<file path="config.mk">
export PLATFORM = sky130hd
export DESIGN_NAME = toy_bpu_filter_pipe
export DESIGN_NICKNAME = d
export VERILOG_FILES = /design/src/rtl/toy_bpu_filter_pipe.sv
export SDC_FILE = /design/constraint.sdc
export NUM_CORES = 1
export LEC_CHECK = 0
export CAP_MARGIN = 20
export CORE_AREA = 2 2 255 257
export DETAILED_ROUTE_END_ITERATION = 6
export DIE_AREA = 0 0 257 259
export GPL_TIMING_DRIVEN = 1
export SYNTH_ARGS = -nofsm -noshare
export SYNTH_HDL_FRONTEND = slang
export SYNTH_SLANG_ARGS = --single-unit
export TNS_END_PERCENT = 5
</file>
<file path="constraint.sdc">
create_clock -name clk -period 26.1 [get_ports clk]
set_input_delay 5.22 -clock clk [delete_from_list [all_inputs] [get_ports clk]]
set_output_delay 5.22 -clock clk [all_outputs]
set_load 0.02 [all_outputs]
</file>
<file path="src/rtl/toy_bpu_filter_pipe.sv">
// BPU filter stage: joins a BTFIFO entry with its fetch block, pre-decodes per-slot
// enables/PCs/next-PCs, classifies the last slot for the RAS and issues under fetch-queue credits.
module toy_bpu_filter_pipe #(
  parameter int unsigned ADDR_WIDTH     = 32,
  parameter int unsigned FILTER_CHANNEL = 4,
  parameter int unsigned FQ_CREDITS     = 8,
  parameter bit          RAS_EN         = 1'b1,
  localparam int unsigned OFF_W         = $clog2(FILTER_CHANNEL),
  localparam int unsigned CRD_W         = $clog2(FQ_CREDITS + 1)
) (
  input  logic                               clk,
  input  logic                               rst,
  input  logic                               bt_vld,
  output logic                               bt_rdy,
  input  logic [ADDR_WIDTH-1:0]              bt_pred_pc,
  input  logic [OFF_W-1:0]                   bt_offset,
  input  logic                               bt_taken,
  input  logic [ADDR_WIDTH-1:0]              bt_tgt_pc,
  input  logic                               rob_vld,
  output logic                               rob_rdy,
  input  logic [32*FILTER_CHANNEL-1:0]       rob_data,
  input  logic                               be_chgflw,
  output logic                               fq_vld,
  output logic [FILTER_CHANNEL-1:0]          fq_en,
  output logic [32*FILTER_CHANNEL-1:0]       fq_inst,
  output logic [ADDR_WIDTH*FILTER_CHANNEL-1:0] fq_pc,
  output logic [ADDR_WIDTH*FILTER_CHANNEL-1:0] fq_pc_nxt,
  output logic                               fq_is_call,
  output logic                               fq_is_ret,
  input  logic                               fq_credit_ret,
  output logic                               ras_req_vld,
  output logic [ADDR_WIDTH-1:0]              ras_req_pc,
  output logic [ADDR_WIDTH-1:0]              ras_req_tgt,
  output logic [1:0]                         ras_req_type,
  output logic                               err_vld
);

  localparam int unsigned IW = 32 * FILTER_CHANNEL;
  localparam int unsigned PW = ADDR_WIDTH * FILTER_CHANNEL;

  logic                  s1_v;
  logic [ADDR_WIDTH-1:0] s1_pred_pc;
  logic [OFF_W-1:0]      s1_offset;
  logic                  s1_taken;
  logic [ADDR_WIDTH-1:0] s1_tgt_pc;
  logic [IW-1:0]         s1_data;

  logic                  s2_v;
  logic [FILTER_CHANNEL-1:0] s2_en;
  logic [IW-1:0]         s2_inst;
  logic [PW-1:0]         s2_pc;
  logic [PW-1:0]         s2_pc_nxt;
  logic                  s2_call;
  logic                  s2_ret;
  logic [ADDR_WIDTH-1:0] s2_last_pc;
  logic [ADDR_WIDTH-1:0] s2_last_nxt;

  logic [CRD_W-1:0]      credits;
  logic                  join_fire;
  logic                  s1_adv;
  logic                  issue;
  logic                  bad;
  logic [OFF_W-1:0]      start;

  logic [FILTER_CHANNEL-1:0] d_en;
  logic [PW-1:0]         d_pc;
  logic [PW-1:0]         d_pc_nxt;
  logic [ADDR_WIDTH-1:0] slot_pc;
  logic [ADDR_WIDTH-1:0] slot_nxt;
  logic [31:0]           last_inst;
  logic [ADDR_WIDTH-1:0] last_pc;
  logic [ADDR_WIDTH-1:0] last_nxt;
  logic                  is_jal;
  logic                  is_jalr;
  logic                  rd_link;
  logic                  rs1_link;
  logic                  d_call;
  logic                  d_ret;
  logic                  unused_pc_lsb;

  assign issue     = s2_v && (credits != '0) && !be_chgflw;
  assign s1_adv    = s1_v && (!s2_v || issue);
  assign bt_rdy    = (!s1_v || s1_adv) && !be_chgflw && !rst;
  assign rob_rdy   = bt_rdy;
  assign join_fire = bt_vld && rob_vld && bt_rdy;

  assign start         = s1_pred_pc[OFF_W+1:2];
  assign bad           = s1_offset < start;
  assign unused_pc_lsb = &{1'b0, s1_pred_pc[1:0]};

  always_comb begin
    d_en      = '0;
    d_pc      = '0;
    d_pc_nxt  = '0;
    slot_pc   = '0;
    slot_nxt  = '0;
    last_inst = '0;
    last_pc   = '0;
    last_nxt  = '0;
    for (int unsigned i = 0; i < FILTER_CHANNEL; i++) begin
      slot_pc  = {s1_pred_pc[ADDR_WIDTH-1:OFF_W+2], OFF_W'(i), 2'b00};
      slot_nxt = (s1_taken && (OFF_W'(i) == s1_offset)) ? s1_tgt_pc : slot_pc + ADDR_WIDTH'(4);
      d_en[i]  = (OFF_W'(i) >= start) && (OFF_W'(i) <= s1_offset);
      d_pc[i*ADDR_WIDTH +: ADDR_WIDTH]     = slot_pc;
      d_pc_nxt[i*ADDR_WIDTH +: ADDR_WIDTH] = slot_nxt;
      if (OFF_W'(i) == s1_offset) begin
        last_inst = s1_data[32*i +: 32];
        last_pc   = slot_pc;
        last_nxt  = slot_nxt;
      end
    end
  end

  // Link-register convention: x1/x5. A link write takes precedence, so ret excludes call.
  assign is_jal   = last_inst[6:0] == 7'b1101111;
  assign is_jalr  = (last_inst[6:0] == 7'b1100111) && (last_inst[14:12] == 3'b000);
  assign rd_link  = (last_inst[11:7] == 5'd1) || (last_inst[11:7] == 5'd5);
  assign rs1_link = (last_inst[19:15] == 5'd1) || (last_inst[19:15] == 5'd5);
  assign d_call   = RAS_EN && (is_jal || is_jalr) && rd_link;
  assign d_ret    = RAS_EN && is_jalr && rs1_link && (last_inst[19:15] != last_inst[11:7])
                    && (last_inst[31:20] == 12'h000) && !d_call;

  always_ff @(posedge clk) begin
    if (rst) begin
      s1_v    <= 1'b0;
      s2_v    <= 1'b0;
      err_vld <= 1'b0;
      credits <= CRD_W'(FQ_CREDITS);
    end else begin
      err_vld <= s1_adv && bad && !be_chgflw;
      if (be_chgflw) begin
        s1_v <= 1'b0;
        s2_v <= 1'b0;
      end else begin
        if (join_fire)   s1_v <= 1'b1;
        else if (s1_adv) s1_v <= 1'b0;
        if (s1_adv && !bad) s2_v <= 1'b1;
        else if (issue)     s2_v <= 1'b0;
      end
      case ({issue, fq_credit_ret})
        2'b10:   credits <= credits - CRD_W'(1);
        2'b01:   if (credits != CRD_W'(FQ_CREDITS)) credits <= credits + CRD_W'(1);
        default: credits <= credits;
      endcase
    end
  end

  always_ff @(posedge clk) begin
    if (join_fire) begin
      s1_pred_pc <= bt_pred_pc;
      s1_offset  <= bt_offset;
      s1_taken   <= bt_taken;
      s1_tgt_pc  <= bt_tgt_pc;
      s1_data    <= rob_data;
    end
    if (s1_adv && !bad) begin
      s2_en       <= d_en;
      s2_inst     <= s1_data;
      s2_pc       <= d_pc;
      s2_pc_nxt   <= d_pc_nxt;
      s2_call     <= d_call;
      s2_ret      <= d_ret;
      s2_last_pc  <= last_pc;
      s2_last_nxt <= last_nxt;
    end
  end

  assign fq_vld       = issue;
  assign fq_en        = s2_en;
  assign fq_inst      = s2_inst;
  assign fq_pc        = s2_pc;
  assign fq_pc_nxt    = s2_pc_nxt;
  assign fq_is_call   = s2_call;
  assign fq_is_ret    = s2_ret;
  assign ras_req_vld  = issue && (s2_call || s2_ret);
  assign ras_req_pc   = s2_last_pc;
  assign ras_req_tgt  = s2_last_nxt;
  assign ras_req_type = {s2_ret, s2_call};

endmodule

</file>
; Word level (Yosys, flattened, before mapping)
; Index checks and enable logic that the tools add are counted.
[totals]
out_inout_bits = 461
reg_bits = 640
[op_classes]
n_addsub = 6
n_reduce_logical = 48
n_eq_ne = 14
order_cmp = 9
n_mux = 22
[op_table]
columns = op, n
row1 = 32-bit two-way mux, 16
row2 = 32-bit by 3-bit adder with 32-bit output (second input constant), 4
row3 = 1-bit logical AND, 25
row4 = 7-bit == test (second input constant), 2
row5 = 12-bit logical NOT, 1
row6 = 5-bit by 1-bit == test with 1-bit output (second input constant), 2
row7 = 5-bit by 3-bit == test with 1-bit output (second input constant), 2
row8 = 4-bit one-hot mux with 2 select lines, 1
row9 = 1-bit logical NOT, 6
row10 = 1-bit logical OR, 6
row11 = 2-bit nonzero test, 3
row12 = 5-bit != test, 1
row13 = 4-bit by 1-bit adder with 4-bit output (second input constant), 1
row14 = 2-bit == test (first input constant), 2
row15 = 1-bit by 2-bit >= comparator with 1-bit output (first input constant), 2
row16 = 2-bit >= comparator (first input constant), 2
row17 = 1-bit by 2-bit less-or-equal comparator with 1-bit output (first input constant), 2
row18 = 2-bit less-or-equal comparator (first input constant), 2
row19 = 1-bit two-way mux, 4
row20 = 4-bit two-way mux, 1
row21 = 4-bit != test (second input constant), 1
row22 = 4-bit nonzero test, 1
row23 = 2-bit OR reduction, 2
row24 = 4-bit by 1-bit subtractor with 4-bit output (second input constant), 1
row25 = 9 further kinds, 9

; Longest topological paths before layout
; Gate-level depths: netlist of the first run.
[depth]
depth_word = 11
ltp_mapped = 8
mapped_depth_nobuf = 8

; Worst setup path before layout of the first run
; OpenSTA, ideal clock, no wires.
[synth_path]
path_kind = in2reg
start = input port be_chgflw
end = register s2_en[0] (netlist: fq_en[0]) (enable)
setup_slack_ns = 11.516
setup_time_ns = 0.762
t_required_ns = 25.338
arrival_time_ns = 13.822
path_stages = 4
path_cell_list = nand2b_1 -> or2_2 -> nand2_1 -> and3_1
[synth_between]
elab_chain_len = 5
[synth_lines]
columns = element, line_no
row1 = from (decl), 22  ; input logic be_chgflw,
row2 = 1-bit logical NOT, 81  ; assign issue = s2_v && (credits != '0) && !be_chgflw;
row3 = 1-bit logical AND, 81
row4 = 1-bit logical OR, 82  ; assign s1_adv = s1_v && (!s2_v || issue);
row5 = 1-bit logical AND, 82
row6 = 1-bit logical AND, 156  ; if (s1_adv && !bad) begin
row7 = to (signal assigned), 157  ; s2_en <= d_en;
row8 = to (decl), 49  ; logic [FILTER_CHANNEL-1:0] s2_en;
; Every way passes these cells.
; A chain may end at the register's enable or synchronous reset.

; Worst setup path after layout of the first run
[layout_path]
start = input port be_chgflw
end = output port ras_req_vld
[layout_between]
elab_chain_len = 3
[layout_lines]
columns = element, line_no
row1 = 1-bit logical NOT, 81
row2 = 1-bit logical AND, 81
row3 = 1-bit logical AND, 175  ; assign ras_req_vld = issue && (s2_call || s2_ret);
row4 = to (decl), 31  ; output logic ras_req_vld,
; Every way passes these cells.

==> flow_summary.json, run 1 <==
{
  "worst_slew_margin_rel": 0.282,
  "synth_top_cell_area_share": 0.782,
  "setup.worst_path.end_class": "output pin",
  "total_clock_sinks": 552,
  "postCtsSetupBuffers": 0,
  "final-max-slew-violation-count": 0,
  "synth_area_leaders": "edfxtp_1 (78%), mux2_2 (4.4%), buf_4 (4.1%)",
  "ys_warn_count": 0,
  "drc_violation_count_after_routing": 0,
  "cts_root_buf": "clkbuf_16",
  "path_clk_slew_ns": 0.06,
  "grt_util_all_layers": 0.170,
  "synth_sequential_area_ratio": 0.789,
  "clock_insertion_delay_worst_skew_ns": 0.61,
  "final.period_utilization": 0.470,
  "mean_instance_size_in_the_synthesized_netlist_sq_um": 17.2,
  "gpl.final_weighted_congestion": 0.815,
  "drv.max_cap_violation_count": 0,
  "cts_tree": "yes",
  "rsz0062_at_grt": "no",
  "cts.path.max_buffers": 3,
  "cts-buffers-inserted": 58,
  "hpwl_um": 42200,
  "synth_enable_flop_cells": 545,
  "design.die.area_sq_mm": 0.0666,
  "ratio_of_routed_vias_to_standard_cells": 4.54,
  "chipWidth_um": 257,
  "floorplan.rows": 93,
  "internal_mw": 1.53,
  "yosysUniqueCellTypes": 53,
  "crit_fanout": 5,
  "syn_inst": 1215,
  "finClkSkew_ns": 0.0129,
  "power.net_switching_mw": 0.410,
  "finalSetupTns_ns": 0,
  "outcome": "complete, no violations",
  "cts.repair.resized": 0,
  "grt_first_pass_wirelength_um": 83300,
  "ys.flop_type": "edfxtp_1",
  "worstPathArrival_ns": 7.04,
  "number_of_antenna_violations_at_the_first_check_in_global_routing": 6,
  "num-nets-final": 1967,
  "buffer_ports.inserted": 641,
  "period_needed_ns": 12.26,
  "hold_ws_ns": 0.421,
  "pin_count_of_the_biggest_net_entering_global_routing": 82,
  "p_clk_frac": 0.428,
  "postRouteWirelength_um": 58500,
  "drtIter0Drc": 642,
  "post_route_cells_drive_above_1_share": 0.113,
  "finalSetupViolCount": 0,
  "required_ns": 20.88,
  "fp.dieH_um": 259,
  "hold_class": "reg2reg",
  "detailroute.via_count": 12112,
  "area.growth.synth_to_final_pct": 40.5,
  "via_count_of_the_first_global_routing_pass": 12322,
  "post_cts_hold_buffer_count": 0,
  "async_reset_ff_frac": 0,
  "floorplan.core_area_sq_mm": 0.0639,
  "max_clock_freq_ghz": 0.0816,
  "postSynthRegisterBits": 552,
  "power.static_leakage_nw": 9.59,
  "peakVddDrop_v": 0.0000481,
  "cp-start-kind": "input port",
  "synth.largest_area_cell": "edfxtp_1",
  "worstMarginPinSlew_ns": 1.08,
  "seq_power_share": 0.520,
  "power.share.combinational": 0.052,
  "total_power_density_per_cell_area_mw_per_mm2": 65.9,
  "average_wire_per_cell_in_the_routed_design_um": 21.9,
  "syn-cell-area_sq_mm": 0.0209,
  "grt.overflow.total": 0,
  "hold_viol_final": 0,
  "htree_num_levels": 2,
  "worstSetupPathType": "in2out",
  "design.portCount": 662,
  "initial_utilization": 0.328,
  "sw_frac_of_total": 0.211,
  "antenna_viol_nets_final": 0,
  "drt-pass1-iter-count": 5
}
[metal layers]
metal / part of all wire / track usage / vias up / wire (um)
met5: 0.00097 / 0 / - / 57
met4: 0.026 / 0.0517 / 8 / 1520
met3: 0.10 / 0.0704 / 87 / 6020
met2: 0.50 / 0.294 / 557 / 29400
met1: 0.37 / 0.192 / 5955 / 21400
li1: - / - / 5505 / -
[power groups by stage]
stage	clock network, mW	logic (mW)	registers (mW)
final	0.830	0.102	1.01
after global routing	0.888	0.110	1.01
after CTS	0.851	0.103	1.01
after detailed placement	0	0.103	1.03
after global placement	0	0.101	1.03
after floorplan	0	0.0454	1.03
[critical path, cell delays in order]
cell	delay, ns
clkdlybuf4s50_1	0.49
nand2b_1	0.20
or2_2	0.36
nor2_1	0.12
clkdlybuf4s50_1	0.65
[layout make-up]
type | count | area [sq um]
fill | 5477 | 34500
tap | 855 | 1070
inverter | 8 | 30.0
multi-input combinational | 484 | 3350
clock buffer | 71 | 1550
sequential | 552 | 16500
clock inverter | 38 | 373
timing repair buffer | 657 | 6540
antenna | 2 | 5.00
[synthesized netlist by cell type, types with 2 or more instances]
cell,instances
dfxtp_1,7
a21oi_1,13
nand2b_1,4
a311oi_1,2
nor3_1,27
nand4_1,13
ha_1,4
buf_1,3
buf_2,14
a31oi_1,2
xnor2_1,38
nor2b_1,4
nor2_1,45
a211oi_1,3
nand3_1,10
mux2_2,81
clkbuf_1,57
and3_1,7
xor2_1,10
nor3b_1,2
or2_2,2
nor4b_1,9
inv_1,7
a21o_1,4
o21ai_0,51
nor4_1,17
and4_1,6
o31a_1,2
edfxtp_1,545
mux2i_1,4
mux4_2,5
nand2_1,79
conb_1,2
buf_4,113
and2_1,5
[logic make-up after synthesis]
logic type / synth area share
buffers and inverters: 0.0561
AND/OR/NAND/NOR: 0.0579
other: 0.000359
adder cells (fa/ha/maj): 0.00335
flip-flops: 0.789
AO/OA/AOI/OAI: 0.0229
XOR/XNOR: 0.0201
multiplexers: 0.0509
[placed cells by master (no fill, tap or decap), drive strengths merged, types with 3 or more instances in the layout]
| master | instances |
|---|---|
| clkdlybuf4s50 | 641 |
| edfxtp | 545 |
| mux2 | 81 |
| nand2 | 80 |
| clkbuf | 71 |
| o21ai | 51 |
| nor2 | 45 |
| xnor2 | 38 |
| nor3 | 27 |
| clkinv | 23 |
| conb | 18 |
| nor4 | 17 |
| buf | 16 |
| nand4 | 14 |
| a21oi | 13 |
| inv | 11 |
| nand3 | 10 |
| xor2 | 10 |
| nor4b | 9 |
| dfxtp | 7 |
| and4 | 7 |
| and3 | 7 |
| bufinv | 6 |
| clkinvlp | 6 |
| and2 | 5 |
| mux4 | 5 |
| a21o | 4 |
| nand2b | 4 |
| nor2b | 4 |
| mux2i | 4 |
| ha | 4 |
| a211oi | 3 |
[sequential cells by signal, summed over array words and instances (netlist names), 2 cells and up]
| signal | cells |
|---|---|
| ras_req_pc | 30 |
| s1_offset | 2 |
| fq_pc | 28 |
| ras_req_tgt | 32 |
| s1_tgt_pc | 32 |
| fq_inst | 128 |
| s1_pred_pc | 30 |
| credits | 4 |
| fq_en | 4 |
| s1_data | 128 |
| fq_pc_nxt | 128 |
[final timing paths]
kind         depth (start not counted)                     from                   end  slack, ns
min                                  0     s1_data[9]$_DFFE_PP_  fq_inst[9]$_DFFE_PP_       0.42
min reg2reg                          0     s1_data[9]$_DFFE_PP_  fq_inst[9]$_DFFE_PP_       0.42
max reg2reg                          6  credits[0]$_SDFFE_PP0P_  fq_pc[117]$_DFFE_PP_      22.03
max                                  5                be_chgflw           ras_req_vld      13.84
[stage by stage]
step / area, sq um / total power [mW] / utilization / setup slack [ns] / instances
final: 29400 / 1.94 / 0.461 / 13.84 / 2667
after global routing: 29400 / 2.01 / 0.461 / 13.77 / 2666
after CTS: 29400 / 1.96 / 0.460 / 13.82 / 2665
after detailed placement: 27500 / 1.13 / 0.430 / 13.84 / 2556
after global placement: 27500 / 1.13 / 0.430 / 13.84 / 2556
after floorplan: 21000 / 1.08 / - / 11.52 / 1231
Power figures use the tool's default switching activity.
==> run 2: changes to the inputs <==
==> constraint.sdc (replaced) <==
create_clock -name clk -period 10.5 [get_ports clk]
set_input_delay 2.1 -clock clk [delete_from_list [all_inputs] [get_ports clk]]
set_output_delay 2.1 -clock clk [all_outputs]
set_load 0.02 [all_outputs]
==> flow_summary.json, run 2 (synthesis gave the netlist of run 1 again) <==
{
  "outcome": "complete, no violations",
  "number_of_antenna_violations_at_the_first_check_in_global_routing": 3,
  "total_clock_sinks": 552,
  "cts.repair.resized": 0,
  "setup.worst_path.end_class": "output pin",
  "cts.path.max_buffers": 3,
  "path_clk_slew_ns": 0.06,
  "worst_slew_margin_rel": 0.293,
  "floorplan.rows": 93,
  "htree_num_levels": 2,
  "grt_util_all_layers": 0.173,
  "timing.critical_path.buf_inv": 2,
  "r2r.worst_path.cells": 5,
  "sw_frac_of_total": 0.212,
  "ratio_of_routed_vias_to_standard_cells": 4.55,
  "worstSetupPathType": "in2out",
  "finalSetupTns_ns": 0,
  "postRouteWirelength_um": 59700,
  "power.net_switching_mw": 1.01,
  "power.static_leakage_nw": 9.56,
  "detailroute.via_count": 12094,
  "finClkSkew_ns": 0.0200,
  "floorplan.core_area_sq_mm": 0.0639,
  "layout.cells.most_common": "clkdlybuf4s50_1",
  "hpwl_um": 42500,
  "cts_tree": "yes",
  "max_clock_freq_ghz": 0.164,
  "antenna_cells_inserted": 0,
  "final.period_utilization": 0.580,
  "design.die.area_sq_mm": 0.0666,
  "average_wire_per_cell_in_the_routed_design_um": 22.5,
  "drtIter0Drc": 650,
  "initial_utilization": 0.328,
  "nFillCells": 5508,
  "peakVddDrop_v": 0.000129,
  "grt.overflow.total": 0,
  "internal_mw": 3.76,
  "post_cts_hold_buffer_count": 0,
  "worstMarginPinSlew_ns": 1.06,
  "hold_class": "reg2reg",
  "cp_slowest_cell": "clkdlybuf4s50_1",
  "cts-buffers-inserted": 58,
  "finalSetupViolCount": 0,
  "num-nets-final": 1964,
  "critical_path_cell_count": 5,
  "layout.cells.most_common_list": "clkdlybuf4s50_1 (641), edfxtp_1 (545), mux2_2 (81)",
  "antenna_viol_nets_final": 0,
  "via_count_of_the_first_global_routing_pass": 12270,
  "total_power_density_per_cell_area_mw_per_mm2": 162,
  "power.share.combinational": 0.054,
  "rsz0062_at_grt": "no",
  "drc_violation_count_after_routing": 0,
  "postCtsSetupBuffers": 0,
  "buffer_ports.inserted": 641,
  "drv.max_cap_violation_count": 0,
  "period_needed_ns": 6.09,
  "final-max-slew-violation-count": 0,
  "seq_power_share": 0.525,
  "area.growth.synth_to_final_pct": 40.2,
  "cp-start-kind": "input port",
  "worst_path_most_repeated_cell": "clkdlybuf4s50_1",
  "fin_util": 0.459,
  "critPathMaxStageDelay_ns": 0.67,
  "clock_insertion_delay_worst_skew_ns": 0.61,
  "p_clk_frac": 0.421,
  "path_delay_family": "buffers and inverters",
  "crit_fanout": 5,
  "hold_viol_final": 0,
  "cts_root_buf": "clkbuf_16",
  "worstPathArrival_ns": 3.99,
  "total_power_mw": 4.77,
  "pin_count_of_the_biggest_net_entering_global_routing": 161,
  "post_route_cells_drive_above_1_share": 0.110,
  "cell_depth_of_the_worst_min_delay_path": 0,
  "chipWidth_um": 257,
  "gpl.final_weighted_congestion": 0.845,
  "fp.dieH_um": 259,
  "drt-pass1-iter-count": 5,
  "worstPathCellList": "clkdlybuf4s50_1, nand2b_1, or2_2, nor2_1, clkdlybuf4s50_1",
  "grt_first_pass_wirelength_um": 84200,
  "required_ns": 8.40,
  "design.portCount": 662
}
## run 2: worst paths after layout
kind,startpoint,endpoint,slack (ns)
min,s1_data[17]$_DFFE_PP_,fq_inst[17]$_DFFE_PP_,0.42
min reg2reg,s1_data[17]$_DFFE_PP_,fq_inst[17]$_DFFE_PP_,0.42
max reg2reg,credits[0]$_SDFFE_PP0P_,s1_pred_pc[29]$_DFFE_PP_,6.98
max,be_chgflw,ras_req_vld,4.41
## run 2: layer usage
layer	routed length, um	global-route usage	part of all wire	vias to the layer above
met3	5660	0.0653	0.095	83
li1	-	-	-	5503
met2	30200	0.301	0.51	521
met5	30	0	0.00050	-
met1	22400	0.197	0.38	5983
met4	1430	0.0533	0.024	4
## run 2: cell type report
cell class,instances,area [sq um],area share
Sequential cell,552,16500,0.563
Timing Repair Buffer,654,6540,0.223
Multi-Input combinational cell,484,3350,0.114
Clock buffer,69,1510,0.0516
Tap cell,855,1070,0.0365
Clock inverter,37,334,0.0114
Inverter,8,30.0,0.00102
## run 2: power by group through the flow
stage | Sequential, mW | Clock [mW] | Combinational (mW)
finish | 2.51 | 2.01 | 0.256
global route | 2.51 | 2.15 | 0.278
detailed placement | 2.55 | 0 | 0.258
floorplan | 2.56 | 0 | 0.113
global placement | 2.55 | 0 | 0.254
CTS | 2.51 | 2.06 | 0.260
## run 2: worst reg2reg max path, delay by kind of cell (launching register included)
family | cells | cell delay (ns)
AND/OR/NAND/NOR | 2 | 0.58
AO/OA/AOI/OAI | 1 | 0.48
buffers and inverters | 2 | 1.56
flip-flops | 1 | 0.45
## run 2: stage by stage
step                hold slack, ns  worst slack [ns]  instance area (sq um)  std cells
finish                       0.420              4.41                  29300       2659
global route                 0.427              4.30                  29300       2659
CTS                          0.419              4.36                  29300       2659
detailed placement           0.405              4.38                  27500       2553
global placement             0.402              4.38                  27500       2553
floorplan                    0.400              2.35                  21000       1231
